`config.mk`:
```
export PLATFORM = sky130hd
export DESIGN_NAME = pipe_scroller_flat
export DESIGN_NICKNAME = d
export VERILOG_FILES = /design/src/rtl/pipe_scroller_pkg.sv /design/src/rtl/pipe_scroller_if.sv /design/src/rtl/pipe_scroller_lfsr.sv /design/src/rtl/pipe_scroller.sv /design/src/flat_wrapper.sv
export SDC_FILE = /design/constraint.sdc
export NUM_CORES = 1
export LEC_CHECK = 0
export CAP_MARGIN = 0
export CORE_MARGIN = 2
export CORE_UTILIZATION = 30
export CTS_CLUSTER_SIZE = 20
export DETAILED_ROUTE_END_ITERATION = 16
export GPL_TIMING_DRIVEN = 0
export PLACE_DENSITY = 0.46
export SYNTH_ARGS = -nofsm -noshare
export SYNTH_HDL_FRONTEND = slang
export SYNTH_SLANG_ARGS = --single-unit
export TNS_END_PERCENT = 10
```
`constraint.sdc`:
```
create_clock -name clk -period 5.5 [get_ports clk]
set_clock_uncertainty 0.2 [all_clocks]
set_input_delay 0.825 -clock clk [delete_from_list [all_inputs] [get_ports clk]]
set_output_delay 0.825 -clock clk [all_outputs]
set_load 0.02 [all_outputs]
```
`src/rtl/pipe_scroller_pkg.sv`:
```
// Shared screen geometry and pipe-scroller types.
// Ground and pipe blocks both import these so the scroll period and ground line agree.
package pipe_scroller_pkg;

  localparam int SCR_W           = 640;
  localparam int SCR_H           = 480;
  localparam int SCR_GROUND_Y    = 425;
  localparam int SCR_GROUND_TILE = 336;
  localparam int SCR_BIRD_X      = 200;

  localparam int PIPE_W_PX   = 52;
  localparam int PIPE_WRAP_W = SCR_W + PIPE_W_PX;
  localparam int LFSR_W      = 8;

  localparam logic [LFSR_W-1:0] LFSR_SEED = 8'hA5;
  localparam logic [8:0]        GAP_RESET = 9'd160;

  typedef struct packed {
    logic       act;
    logic [8:0] gap;
    logic [9:0] r;
  } pipe_t;

  function automatic logic [LFSR_W-1:0] nibble_swap(input logic [LFSR_W-1:0] v);
    return {v[3:0], v[7:4]};
  endfunction

endpackage

```
`src/rtl/pipe_scroller_if.sv`:
```
// Frame/pixel inputs and pipe outputs of the scroller.
// The master drives frame strobe, game state, speed and pixel position; the slave returns pipe state.
interface pipe_scroller_if;

  logic       fresh;
  logic       game_status;
  logic [3:0] speed;
  logic [9:0] x;
  logic [8:0] y;
  logic       is_pipe;
  logic       score_tick;
  logic [9:0] pipe0_r;
  logic [9:0] pipe1_r;
  logic [8:0] gap0_top;
  logic [8:0] gap1_top;

  modport master (
    output fresh, game_status, speed, x, y,
    input  is_pipe, score_tick, pipe0_r, pipe1_r, gap0_top, gap1_top
  );

  modport slave (
    input  fresh, game_status, speed, x, y,
    output is_pipe, score_tick, pipe0_r, pipe1_r, gap0_top, gap1_top
  );

endinterface

```
`src/rtl/pipe_scroller_lfsr.sv`:
```
// 8-bit Fibonacci LFSR, taps 8,6,5,4, free-running every clock.
// The seed is loaded while reset is held.
module pipe_lfsr
  import pipe_scroller_pkg::*;
(
    input  logic              clk,
    input  logic              rst_n,
    input  logic [LFSR_W-1:0] i_seed,
    output logic [LFSR_W-1:0] o_lfsr
);

    logic [LFSR_W-1:0] r_lfsr;
    logic              w_fb;

    assign w_fb   = r_lfsr[7] ^ r_lfsr[5] ^ r_lfsr[4] ^ r_lfsr[3];
    assign o_lfsr = r_lfsr;

    always_ff @(posedge clk or negedge rst_n) begin
        if (!rst_n) begin
            r_lfsr <= i_seed;
        end else begin
            r_lfsr <= {r_lfsr[6:0], w_fb};
        end
    end

endmodule

```
`src/rtl/pipe_scroller.sv`:
```
// Two scrolling pipes: per-frame scroll with wrap/respawn, scoring pulse and registered pixel hit.
// Pipe state only changes on the restart event or on a frame event while playing.
module pipe_scroller
  import pipe_scroller_pkg::*;
#(
    parameter int WRAP_W   = PIPE_WRAP_W,
    parameter int PIPE_W   = PIPE_W_PX,
    parameter int GAP_H    = 100,
    parameter int GAP_MIN  = 60,
    parameter int GROUND_Y = SCR_GROUND_Y,
    parameter int BIRD_X   = SCR_BIRD_X
) (
    input  logic            clk,
    input  logic            rst_n,
    pipe_scroller_if.slave  bus
);

    localparam logic [10:0] WRAP11   = 11'(WRAP_W);
    localparam logic [10:0] PIPE11   = 11'(PIPE_W);
    localparam logic [9:0]  R0_START = 10'(WRAP_W - 1);
    localparam logic [9:0]  R1_START = 10'(WRAP_W / 2 - 1);
    localparam logic [9:0]  BIRD10   = 10'(BIRD_X);
    localparam logic [9:0]  GAPH10   = 10'(GAP_H);
    localparam logic [8:0]  GROUND9  = 9'(GROUND_Y);
    localparam logic [8:0]  GAPMIN9  = 9'(GAP_MIN);

    pipe_t       r_pipe [2];
    logic        r_fresh_d;
    logic        r_gs_d;
    logic        r_run;
    logic        r_is_pipe;
    logic        r_score_tick;

    logic [7:0]  w_lfsr;
    logic [7:0]  w_rand  [2];
    logic [10:0] w_diff  [2];
    logic        w_wrap  [2];
    logic [9:0]  w_r_new [2];
    logic        w_pass  [2];
    logic        w_hit   [2];
    logic        w_frame_ev;
    logic        w_start_ev;

    pipe_lfsr u_lfsr (
        .clk    (clk),
        .rst_n  (rst_n),
        .i_seed (LFSR_SEED),
        .o_lfsr (w_lfsr)
    );

    // r_run masks the first clock after reset so a low fresh at release is not taken as an edge.
    assign w_frame_ev = r_fresh_d & ~bus.fresh & r_run;
    assign w_start_ev = bus.game_status & ~r_gs_d;

    // A lone respawn takes the raw LFSR; pipe1 only swaps nibbles when pipe0 respawns too.
    assign w_rand[0] = w_lfsr;
    assign w_rand[1] = w_wrap[0] ? nibble_swap(w_lfsr) : w_lfsr;

    always_comb begin
        for (int i = 0; i < 2; i++) begin
            w_diff[i]  = {1'b0, r_pipe[i].r} - {7'd0, bus.speed};
            w_wrap[i]  = w_diff[i][10];
            w_r_new[i] = w_wrap[i] ? 10'(w_diff[i] + WRAP11) : w_diff[i][9:0];
            w_pass[i]  = r_pipe[i].act & ~w_wrap[i] &
                         (r_pipe[i].r >= BIRD10) & (w_r_new[i] < BIRD10);
            // 11-bit compare keeps the left edge clipped correctly when r < PIPE_W.
            w_hit[i]   = r_pipe[i].act &
                         ({1'b0, bus.x} < {1'b0, r_pipe[i].r}) &
                         (({1'b0, bus.x} + PIPE11) >= {1'b0, r_pipe[i].r}) &
                         ((bus.y < r_pipe[i].gap) |
                          ({1'b0, bus.y} >= ({1'b0, r_pipe[i].gap} + GAPH10))) &
                         (bus.y < GROUND9);
        end
    end

    always_ff @(posedge clk or negedge rst_n) begin
        if (!rst_n) begin
            r_pipe[0]    <= '{act: 1'b0, gap: GAP_RESET, r: R0_START};
            r_pipe[1]    <= '{act: 1'b0, gap: GAP_RESET, r: R1_START};
            r_fresh_d    <= 1'b1;
            r_gs_d       <= 1'b0;
            r_run        <= 1'b0;
            r_is_pipe    <= 1'b0;
            r_score_tick <= 1'b0;
        end else begin
            r_fresh_d    <= bus.fresh;
            r_gs_d       <= bus.game_status;
            r_run        <= 1'b1;
            r_is_pipe    <= w_hit[0] | w_hit[1];
            r_score_tick <= 1'b0;
            if (w_start_ev) begin
                r_pipe[0] <= '{act: 1'b1, gap: GAPMIN9 + {1'b0, w_lfsr}, r: R0_START};
                r_pipe[1] <= '{act: 1'b0, gap: GAPMIN9 + {1'b0, nibble_swap(w_lfsr)}, r: R1_START};
            end else if (w_frame_ev && bus.game_status) begin
                for (int i = 0; i < 2; i++) begin
                    r_pipe[i].r <= w_r_new[i];
                    if (w_wrap[i]) begin
                        r_pipe[i].act <= 1'b1;
                        r_pipe[i].gap <= GAPMIN9 + {1'b0, w_rand[i]};
                    end
                end
                r_score_tick <= w_pass[0] | w_pass[1];
            end
        end
    end

    assign bus.is_pipe    = r_is_pipe;
    assign bus.score_tick = r_score_tick;
    assign bus.pipe0_r    = r_pipe[0].r;
    assign bus.pipe1_r    = r_pipe[1].r;
    assign bus.gap0_top   = r_pipe[0].gap;
    assign bus.gap1_top   = r_pipe[1].gap;

endmodule

```
`src/flat_wrapper.sv`:
```
// flat-port wrapper written by rule: the top's interface ports become plain ports
module pipe_scroller_flat import pipe_scroller_pkg::*;
#(
    parameter int WRAP_W   = PIPE_WRAP_W,
    parameter int PIPE_W   = PIPE_W_PX,
    parameter int GAP_H    = 100,
    parameter int GAP_MIN  = 60,
    parameter int GROUND_Y = SCR_GROUND_Y,
    parameter int BIRD_X   = SCR_BIRD_X
)
  (clk, rst_n, bus_fresh, bus_game_status, bus_speed, bus_x, bus_y, bus_is_pipe, bus_score_tick, bus_pipe0_r, bus_pipe1_r, bus_gap0_top, bus_gap1_top);
  pipe_scroller_if bus_i ();
  input  logic clk;
  input  logic rst_n;
  input wire logic [$bits(bus_i.fresh)-1:0] bus_fresh;
  input wire logic [$bits(bus_i.game_status)-1:0] bus_game_status;
  input wire logic [$bits(bus_i.speed)-1:0] bus_speed;
  input wire logic [$bits(bus_i.x)-1:0] bus_x;
  input wire logic [$bits(bus_i.y)-1:0] bus_y;
  output wire logic [$bits(bus_i.is_pipe)-1:0] bus_is_pipe;
  output wire logic [$bits(bus_i.score_tick)-1:0] bus_score_tick;
  output wire logic [$bits(bus_i.pipe0_r)-1:0] bus_pipe0_r;
  output wire logic [$bits(bus_i.pipe1_r)-1:0] bus_pipe1_r;
  output wire logic [$bits(bus_i.gap0_top)-1:0] bus_gap0_top;
  output wire logic [$bits(bus_i.gap1_top)-1:0] bus_gap1_top;
  assign bus_i.fresh = bus_fresh;
  assign bus_i.game_status = bus_game_status;
  assign bus_i.speed = bus_speed;
  assign bus_i.x = bus_x;
  assign bus_i.y = bus_y;
  assign bus_is_pipe = bus_i.is_pipe;
  assign bus_score_tick = bus_i.score_tick;
  assign bus_pipe0_r = bus_i.pipe0_r;
  assign bus_pipe1_r = bus_i.pipe1_r;
  assign bus_gap0_top = bus_i.gap0_top;
  assign bus_gap1_top = bus_i.gap1_top;
  pipe_scroller #(.WRAP_W(WRAP_W), .PIPE_W(PIPE_W), .GAP_H(GAP_H), .GAP_MIN(GAP_MIN), .GROUND_Y(GROUND_Y), .BIRD_X(BIRD_X)) u_core (.clk(clk), .rst_n(rst_n), .bus(bus_i));
endmodule
```
== Yosys cells after proc, flatten, opt, wreduce, memory -nomap -nowiden ==
Index checks and enable logic that the tools add are counted.

* Bitwise logic cells: 28
* Add/sub/neg operators: 10
* Multiplexer cells: 9
* Order comparisons: 13
* Reductions and logical operators: 6

{| class="wikitable"
|+ Operators by type and width
! kind !! count
|-
| 40-bit 2-to-1 mux || 2
|-
| 10-bit 2-to-1 mux || 4
|-
| 6-bit by 8-bit adder with 9-bit output (first input constant) || 3
|-
| 11-bit by 10-bit >= comparator with 1-bit output || 2
|-
| 10-bit by 4-bit subtractor with 11-bit output || 2
|-
| 10-bit adder (second input constant) || 2
|-
| 9-bit by 7-bit adder with 10-bit output (second input constant) || 2
|-
| 10-bit by 8-bit >= comparator with 1-bit output (second input constant) || 2
|-
| 9-bit by 10-bit >= comparator with 1-bit output || 2
|-
| 10-bit < comparator || 2
|-
| 10-bit by 8-bit < comparator with 1-bit output (second input constant) || 2
|-
| 9-bit < comparator || 2
|-
| 1-bit bitwise AND || 17
|-
| 10-bit by 6-bit adder with 11-bit output (second input constant) || 1
|-
| 9-bit < comparator (second input constant) || 1
|-
| 8-bit 2-to-1 mux || 1
|-
| 2-bit nonzero test || 3
|-
| 1-bit NOT || 4
|-
| 1-bit OR || 4
|-
| 2-bit AND reduction || 2
|-
| 1-bit bitwise XOR || 3
|-
| 1-bit 2-to-1 mux || 2
|-
| 1-bit logical AND || 1
|}

* Output and inout port bits: 40
* Flip-flop bits (word level): 53
* Bits of input ports: 27
* Logic and storage cells: 78

== Logic depth before layout (Yosys ltp) ==
Gate-level depths: netlist of the first run.

* Depth after elaboration: 8
* Mapped depth: 13
* Mapped depth without buffers: 12

== Worst setup path after synthesis of the first run ==
No wires, ideal clock.

* Path type: input -> register
* From: input port bus_speed[0]
* To: register u_core.r_pipe, in the netlist u_core.bus.gap1_top[6]
* Buffers on the path: 1
* Data required time: 5.213 ns
* Stages: 12
* Slack: 1.977 ns
* Arrival time: 3.237 ns
* Setup time: 0.087 ns
* Cells stage by stage: ha_1 inv_1 fa_1 and3_1 nor2_1 a21boi_4 buf_2 mux2i_1 ha_1 inv_1 or4b_1 o211ai_1

* Longest elaborated chain between the ends: 6
* Elaborated cells between the ends (all ways): 9
* Classes of those cells: add/sub: 3; mux: 4; reduce/logical: 2

{| class="wikitable"
|+ RTL lines
! what !! line !! text
|-
| start: declaration || flat_wrapper.sv:17 || <nowiki>input wire logic [$bits(bus_i.speed)-1:0] bus_speed;</nowiki>
|-
| 10-bit by 4-bit subtractor with 11-bit output || pipe_scroller.sv:61 || <nowiki>w_diff[i] = {1'b0, r_pipe[i].r} - {7'd0, bus.speed};</nowiki>
|-
| 8-bit 2-to-1 mux || pipe_scroller.sv:57 || <nowiki>assign w_rand[1] = w_wrap[0] ? nibble_swap(w_lfsr) : w_lfsr;</nowiki>
|-
| 6-bit by 8-bit adder with 9-bit output || pipe_scroller.sv:99 || <nowiki>r_pipe[i].gap <= GAPMIN9 + {1'b0, w_rand[i]};</nowiki>
|-
| 10-bit 2-to-1 mux || pipe_scroller.sv:97 || <nowiki>if (w_wrap[i]) begin</nowiki>
|-
| 40-bit 2-to-1 mux || pipe_scroller.sv:94 || <nowiki>end else if (w_frame_ev && bus.game_status) begin</nowiki>
|-
| 40-bit 2-to-1 mux || pipe_scroller.sv:91 || <nowiki>if (w_start_ev) begin</nowiki>
|-
| end: declaration || pipe_scroller.sv:27 || <nowiki>pipe_t r_pipe [2];</nowiki>
|}

Several ways; a longest one is shown, not always the timed one. The select of a mux whose other input is x is not followed.
A chain may end at the register's enable or synchronous reset.

== Worst setup path after layout of the first run ==
Ends and elaborated chain as after synthesis.

==> summary.md, run 1 <==
| Metric | Value |
|---|---|
| Routed vias/inst | roughly 5 |
| Worst vdd ir | 0.000139 V |
| Htree depth | 2 |
| CTS Buffer Depth | 2 |
| CP Data Required Time | ~5.5 ns |
| Crit path arrival time | 4.04 ns |
| Placed cells | 868 |
| Register area share after synthesis | 0.263 |
| GPL Wtd Cong | about 0.85 |
| Leak | approximately 2.8 nW |
| CP Capture Type | flop |
| DR vias | ~4,400 |
| Pin count of the biggest net entering global routing | 40 |
| Starting DRT DRC Count | 204 |
| CTS tree | yes |
| GR Util All Layers | 0.155 |
| Non-Filler Instances | between 800 and 900 |
| Clock Sinks | between 50 and 60 |
| Count of flip-flops with a built-in enable after synthesis | 0 |
| Full die area | between 15,000 and 20,000 µm² |
| Clock Tree Root | clkbuf_16 |
| Max stage delay on crit path | 0.52 ns |
| Area delta synth->final | 21.5% |
| Pwr/cell area | 189 nW/µm² |
| Post-route ant nets | 0 |
| R2R depth | 13 |
| Layout net count | around 770 |
| Synth cell types | 65 |
| Utilization after layout | 0.375 |
| Overall Power | roughly 1.2 mW |
| FP Rows | 47 |
| Rel. slew slack | 0.598 |
| Seq cells post-synth | 53 |
| Fin crit share | 0.733 |
| Slowest CP cell | or4b_1 |
| Synth Instances | just under 600 |
| Status | finished, final reports clean |
| Setup violators final | 0 |
| Synth top area cells | ha_1 (20%), dfrtp_1 (16%), dfstp_2 (10%) |
| I/O pins | 67 |
| Hold_buf cts | 0 |
| Initial Utilization | 0.309 |
| First-pass GRT wire length | about 22 mm |
| RSZ-0062 raised after global routing | false |
| DR pass1 iterations | 4 |
| Final instance area | 6250 µm² |
| Final hold violations | 0 |
| Post-synth ARST share | 1.00 |
| Placed Area | between 6000 and 7000 µm² |
| Buf/Inv on CP | 4 |
| Vias in the first global route | 4,375 |
| Crit Path Max Fanout | 10 |
| # port buffers | 66 |
| Multi-input logic area | 3240 µm² |
| Core area | roughly 17,000 µm² |
| Most frequent cells in the layout | ha_1 (83), clkdlybuf4s50_1 (65), inv_1 (54) |
| Filler Cell Count | around 1,700 |
| Max cap viols | 0 |
| Critical path depth | 13 |
| Cts bufs inserted | 5 |
| Clk_lat worst skew | 0.30 ns |
| Clock slew at reported path FFs | about 0.070 ns |
| Worst path top cell family by delay | simple AND/OR/NAND/NOR gates |
| Critical path class | in2reg |
| Slew Limit Fails | 0 |
| Drt total wl | between 10 and 15 mm |
| Detailed placement HPWL | about 11 mm |
| Yosys top cell area share | 0.202 |
| Yosys warns | 0 |
| PostCTS Resize Cnt | 0 |
| Avg WL per Cell | about 16 µm |
| Post-CTS setup buffer count | 0 |
| Syn Area/Cell | just under 9 µm² |
| Cell Area, Synth | slightly above 5000 µm² |
| Total grt overflow | 0 |
| Largest area contributor in the netlist | ha_1 |
| Share of cells above drive strength 1 | 0.127 |
| Min Tclk post-route | 4.03 ns |
| Diode count | 0 |
| Startpoint Class | input port |
| Least-Margin Pin Slew | about 0.6 ns |
| Sequential cell area | about 1400 µm² |
| Highest clock rate | 248 MHz |
| Worst-path cell chain | clkdlybuf4s50_1 > ha_1 > inv_1 > fa_1 > and3_1 > nor2_1 > a21boi_4 > buf_2 > mux2i_1 > ha_1 > inv_1 > or4b_1 > o211ai_1 |
| Synth Flop Type | dfrtp_1 |
| Initial antenna violation count | 0 |
| # DRC | 0 |
| Die width | between 100 and 150 µm |
| Hold Path Stages | 0 |
| Class of the worst hold path | reg2reg |
| Final TNS setup | 0 ns |
| Die height | 135 µm |
| Syn Nets | 693 |
| Most common cell after layout, fill and taps aside | ha_1 |
-- layout make-up --
| class | instances | area share |
|---|---|---|
| Timing Repair Buffer | 67 | 0.108 |
| Buffer | 51 | 0.0561 |
| Sequential cell | 53 | 0.216 |
| Multi-Input combinational cell | 423 | 0.518 |
| Clock buffer | 6 | 0.0222 |
| Inverter | 54 | 0.0324 |
| Tap cell | 220 | 0.0441 |
| Clock inverter | 2 | 0.00280 |
-- cell usage after synthesis (all sizes together), types with 3 or more instances --
master and count:
xnor2 23, a211o 5, mux2i 10, o21a 11, nand3 7, o2111ai 4, nor2 26, o21ai 38
nand2b 9, o41ai 3, or3 6, a21o 5, nor2b 6, a21oi 39, nand4 7, a31oi 5
o31ai 6, dfrtp 33, o32ai 4, clkbuf 7, mux2 3, nor3 13, and3 6, o22ai 8
buf 44, dfstp 20, nand2 38, inv 54, ha 83, a22oi 3, o211ai 9, nor4 4
xor2 9, a211oi 5, or4 4
-- worst reg2reg max path, cell delays in order (launching register included) --
cell	delay, ns
dfstp_2	0.39
inv_1	0.08
ha_1	0.16
inv_1	0.05
fa_1	0.41
and3_1	0.22
nor2_1	0.41
a21boi_4	0.16
buf_2	0.23
mux2i_1	0.23
ha_1	0.17
inv_1	0.07
or4b_1	0.52
o211ai_1	0.11
-- registers in the layout, indices dropped and copies added, names as in the netlist --
signal,count
u_core.r_fresh_d,1
u_core.bus.pipe0_r,10
u_core.bus.gap0_top,9
u_core.r_pipe,2
u_core.r_gs_d,1
u_core.u_lfsr.o_lfsr,8
u_core.bus.gap1_top,9
u_core.bus.score_tick,1
u_core.bus.is_pipe,1
u_core.bus.pipe1_r,10
u_core.r_run,1
-- worst paths after layout --
kind                                                        start                                  to  slack [ns]
worst max register to register  u_core.bus.pipe0_r[0]$_DFFE_PN1P_  u_core.bus.gap1_top[6]$_DFFE_PN0P_        2.02
worst min-delay path            u_core.u_lfsr.o_lfsr[3]$_DFF_PN0_   u_core.u_lfsr.o_lfsr[4]$_DFF_PN0_        0.18
worst max-delay path                                 bus_speed[0]  u_core.bus.gap1_top[6]$_DFFE_PN0P_        1.47
min in group asynchronous                                   rst_n   u_core.bus.pipe0_r[2]$_DFFE_PN0P_        0.24
max in group asynchronous                                   rst_n          u_core.r_fresh_d$_DFF_PN1_        4.24
worst min register to register  u_core.u_lfsr.o_lfsr[3]$_DFF_PN0_   u_core.u_lfsr.o_lfsr[4]$_DFF_PN0_        0.18
-- logic make-up (layout without fill, tap and decap cells) --
group           Yosys count  after routing  synth area share
compound gates          158            158             0.202
simple gates            134            134             0.136
buf+inv                 105            180             0.108
fa+ha+maj                85             85             0.210
flops                    53             53             0.263
xor+xnor                 32             32            0.0545
mux                      13             13            0.0260
other cells               1              1          0.000730
-- power breakdown --
part / internal [mW] / leakage, nW / switching (mW) / total [mW]
Clock: 0.184 / 0.0775 / 0.153 / 0.337
Combinational: 0.192 / 2.09 / 0.214 / 0.406
Sequential: 0.413 / 0.633 / 0.0225 / 0.436
-- routing by layer --
layer / global-route usage / part of all wire / vias to the layer above
li1: - / - / 2207
met2: 0.279 / 0.50 / 76
met4: 0.0251 / 0.0088 / 0
met1: 0.200 / 0.46 / 2078
met3: 0.0199 / 0.034 / 8
met5: 0 / 0 / -
-- per-stage QoR --
| stage | hold WS (ns) | setup slack [ns] |
|---|---|---|
| CTS | 0.177 | 1.46 |
| global placement | 0.158 | 1.13 |
| global route | 0.196 | 1.29 |
| detailed placement | 0.161 | 1.15 |
| finish | 0.176 | 1.47 |
| floorplan | 0.152 | 1.98 |
No activity file was read; power rests on OpenSTA's default activity.
==> run 2, diff against run 1 <==
clock period = 4 ns   (was 5.5 ns; I/O delays follow)
==> results of run 2 <==
Same layout as run 1 (identical final DEF). Status: finished, final reports clean.
Main changes from that run: setup slack after placement 1.15 ns -> -0.123 ns; clock-pin slew on the worst setup and hold paths 0.07 ns -> 0.08 ns; setup slack after layout 1.47 ns -> 0.192 ns; hold slack 0.176 ns -> 0.0179 ns; register-to-register setup slack 2.02 ns -> 0.52 ns; total power 1.18 mW -> 1.62 mW; worst IR drop on VDD 0.000139 V -> 0.000192 V
==> run 3, diff against run 2 <==
CORE_UTILIZATION = 45   (was 30)
PLACE_DENSITY = 0.64   (was 0.46)
==> summary.md, run 3 (synthesis gave the netlist of run 1 again) <==
| Metric | Value |
|---|---|
| Status | finished, final reports clean |
| Worst path top cell family by delay | simple AND/OR/NAND/NOR gates |
| Initial antenna violation count | 0 (unchanged) |
| Clock slew at reported path FFs | roughly 0.07 ns |
| Crit Path Max Fanout | 10 (unchanged) |
| Filler Cell Count | 1,043 (-40%) |
| I/O pins | 67 (unchanged) |
| Gate power share | 0.346 (+0.002) |
| Avg WL per Cell | 16.0 µm (+0.46%) |
| Drt total wl | 12.8 mm (-8.4%) |
| Switching Share | 0.332 |
| CTS Buffer Depth | 2 (unchanged) |
| GPL Wtd Cong | 0.891 (+5.2%) |
| Slowest CP cell | or4b_1 |
| Full die area | 12,300 µm² (-32%) |
| CTS tree | yes |
| Min Tclk post-route | ~3.7 ns |
| Least-Margin Pin Slew | 0.600 ns (+0.00339 ns) |
| CP Capture Type | flop |
| Worst-path cell chain | clkdlybuf4s50_1 > ha_1 > inv_1 > fa_1 > and3_1 > nor2_2 > a21boi_4 > buf_2 > mux2i_1 > ha_1 > inv_1 > or4b_1 > o211ai_1 |
| Final instance area | 6140 µm² (-1.7%) |
| Critical path class | in2reg |
| Utilization after layout | 0.545 (+0.170) |
| Max cap viols | 0 (unchanged) |
| Max stage delay on crit path | 0.52 ns (about the same) |
| Htree depth | 2 (unchanged) |
| RSZ-0062 raised after global routing | false |
| CP Data Required Time | about 4 ns |
| Pwr/cell area | roughly 260 nW/µm² |
| Die width | 111 µm (-18%) |
| Pin count of the biggest net entering global routing | 29 (-28%) |
| Buf/Inv on CP | 4 (unchanged) |
| Clock Power Share | 0.277 (-0.009) |
| # port buffers | 66 (unchanged) |
| Leak | 2.79 nW (-0.27%) |
| Vias in the first global route | 4,339 (-0.82%) |
| Int Power | approximately 1.1 mW |
| Flop pwr share | 0.376 (+0.007) |
| First-pass GRT wire length | 21.3 mm (-4.8%) |
| Class of the worst hold path | in2async |
| Cts bufs inserted | 5 (unchanged) |
| Total grt overflow | 0 (unchanged) |
| Clock Sinks | 53 (unchanged) |
| Final hold violations | 0 (unchanged) |
| Most frequent cells in the layout | ha_1 (83), clkdlybuf4s50_1 (65), inv_1 (54) |
| Die height | 111 µm (-18%) |
| Most common cell after layout, fill and taps aside | ha_1 |
| Overall Power | between 1.5 and 2 mW |
| Detailed placement HPWL | 10.3 mm (-8.4%) |
| Post-CTS setup buffer count | 0 (unchanged) |
| Routed vias/inst | 5.54 (+11%) |
| Setup violators final | 0 (unchanged) |
| Crit path arrival time | around 3.7 ns |
| Post-route ant nets | 0 (unchanged) |
| Hold_ws | between 0.1 and 0.15 ns |
| Core area | 11,300 µm² (-32%) |
| Clk_lat worst skew | 0.30 ns (about the same) |
| Area delta synth->final | 19.5% |
| DR vias | 4,425 (+1.3%) |
| Starting DRT DRC Count | 178 (-13%) |
| Slew Limit Fails | 0 (unchanged) |
| GR Util All Layers | 0.209 (+0.0541) |
| Highest clock rate | 273 MHz |
| Rel. slew slack | 0.597 (-0.00114) |
| Sw Pwr | 0.529 mW |
| Diode count | 0 (unchanged) |
| Fin crit share | 0.915 |
| Initial Utilization | 0.456 (+0.147) |
| Clock Tree Root | clkbuf_16 |
| # DRC | 0 (unchanged) |
| DR pass1 iterations | 4 (unchanged) |
| Share of cells above drive strength 1 | 0.128 (+0.00152) |
| Placed Area | 5990 µm² (-1.6%) |
| Worst vdd ir | approximately 0.00016 V |
| Layout net count | 767 (unchanged) |
| FP Rows | 39 (-17%) |
| Startpoint Class | input port |
==> run 3: layer usage <==
metal | vias to the layer above | track usage | part of all wire
met1 | 2100 | 0.269 | 0.44
met4 | 0 | 0.0683 | 0.024
met2 | 98 | 0.360 | 0.49
met5 | - | 0 | 0
li1 | 2207 | - | -
met3 | 20 | 0.0312 | 0.044
==> run 3: area by class of cell <==
class                           instances  area [µm²]  share of cell area
Multi-Input combinational cell        423        3240               0.527
Sequential cell                        53        1350               0.220
Timing Repair Buffer                   67         676               0.110
Buffer                                 51         350              0.0570
Inverter                               54         203              0.0330
Tap cell                              143         179              0.0291
Clock buffer                            5         125              0.0204
Clock inverter                          3        21.3             0.00346
==> run 3: what timing repair did <==
| item | 4_1_cts | 5_1_grt |
|---|---|---|
| endpoints found under the setup margin | 0 | 1 |
| hold buffers | 0 | 0 |
| resized for setup | 0 | 1 |
==> run 3: stage by stage <==
step                cells  worst slack [ns]  setup TNS, ns
floorplan             581             0.702              0
global placement      790           -0.0745        -0.0745
detailed placement    791            -0.127         -0.127
CTS                   799             0.192              0
global route          799             0.100              0
finish                799             0.341              0
==> run 3: power groups by stage <==
stage | clock network [mW] | registers, mW | logic, mW
floorplan | 0 | 0.598 | 0.379
global placement | 0 | 0.610 | 0.535
detailed placement | 0 | 0.611 | 0.552
CTS | 0.455 | 0.601 | 0.557
global route | 0.476 | 0.605 | 0.624
finish | 0.442 | 0.601 | 0.552
==> run 3: path summary, 6_finish.rpt <==
check | endpoint | depth (start not counted) | slack (ns) | startpoint
min in group clk | u_core.u_lfsr.o_lfsr[7]$_DFF_PN1_ | 0 | 0.18 | u_core.u_lfsr.o_lfsr[6]$_DFF_PN0_
min reg2reg | u_core.u_lfsr.o_lfsr[7]$_DFF_PN1_ | 0 | 0.18 | u_core.u_lfsr.o_lfsr[6]$_DFF_PN0_
max in group asynchronous | u_core.r_fresh_d$_DFF_PN1_ | 2 | 2.86 | rst_n
max | u_core.bus.gap1_top[6]$_DFFE_PN0P_ | 13 | 0.34 | bus_speed[0]
max reg2reg | u_core.bus.gap1_top[6]$_DFFE_PN0P_ | 13 | 0.64 | u_core.bus.pipe0_r[0]$_DFFE_PN1P_
min | u_core.bus.pipe0_r[2]$_DFFE_PN0P_ | 1 | 0.10 | rst_n
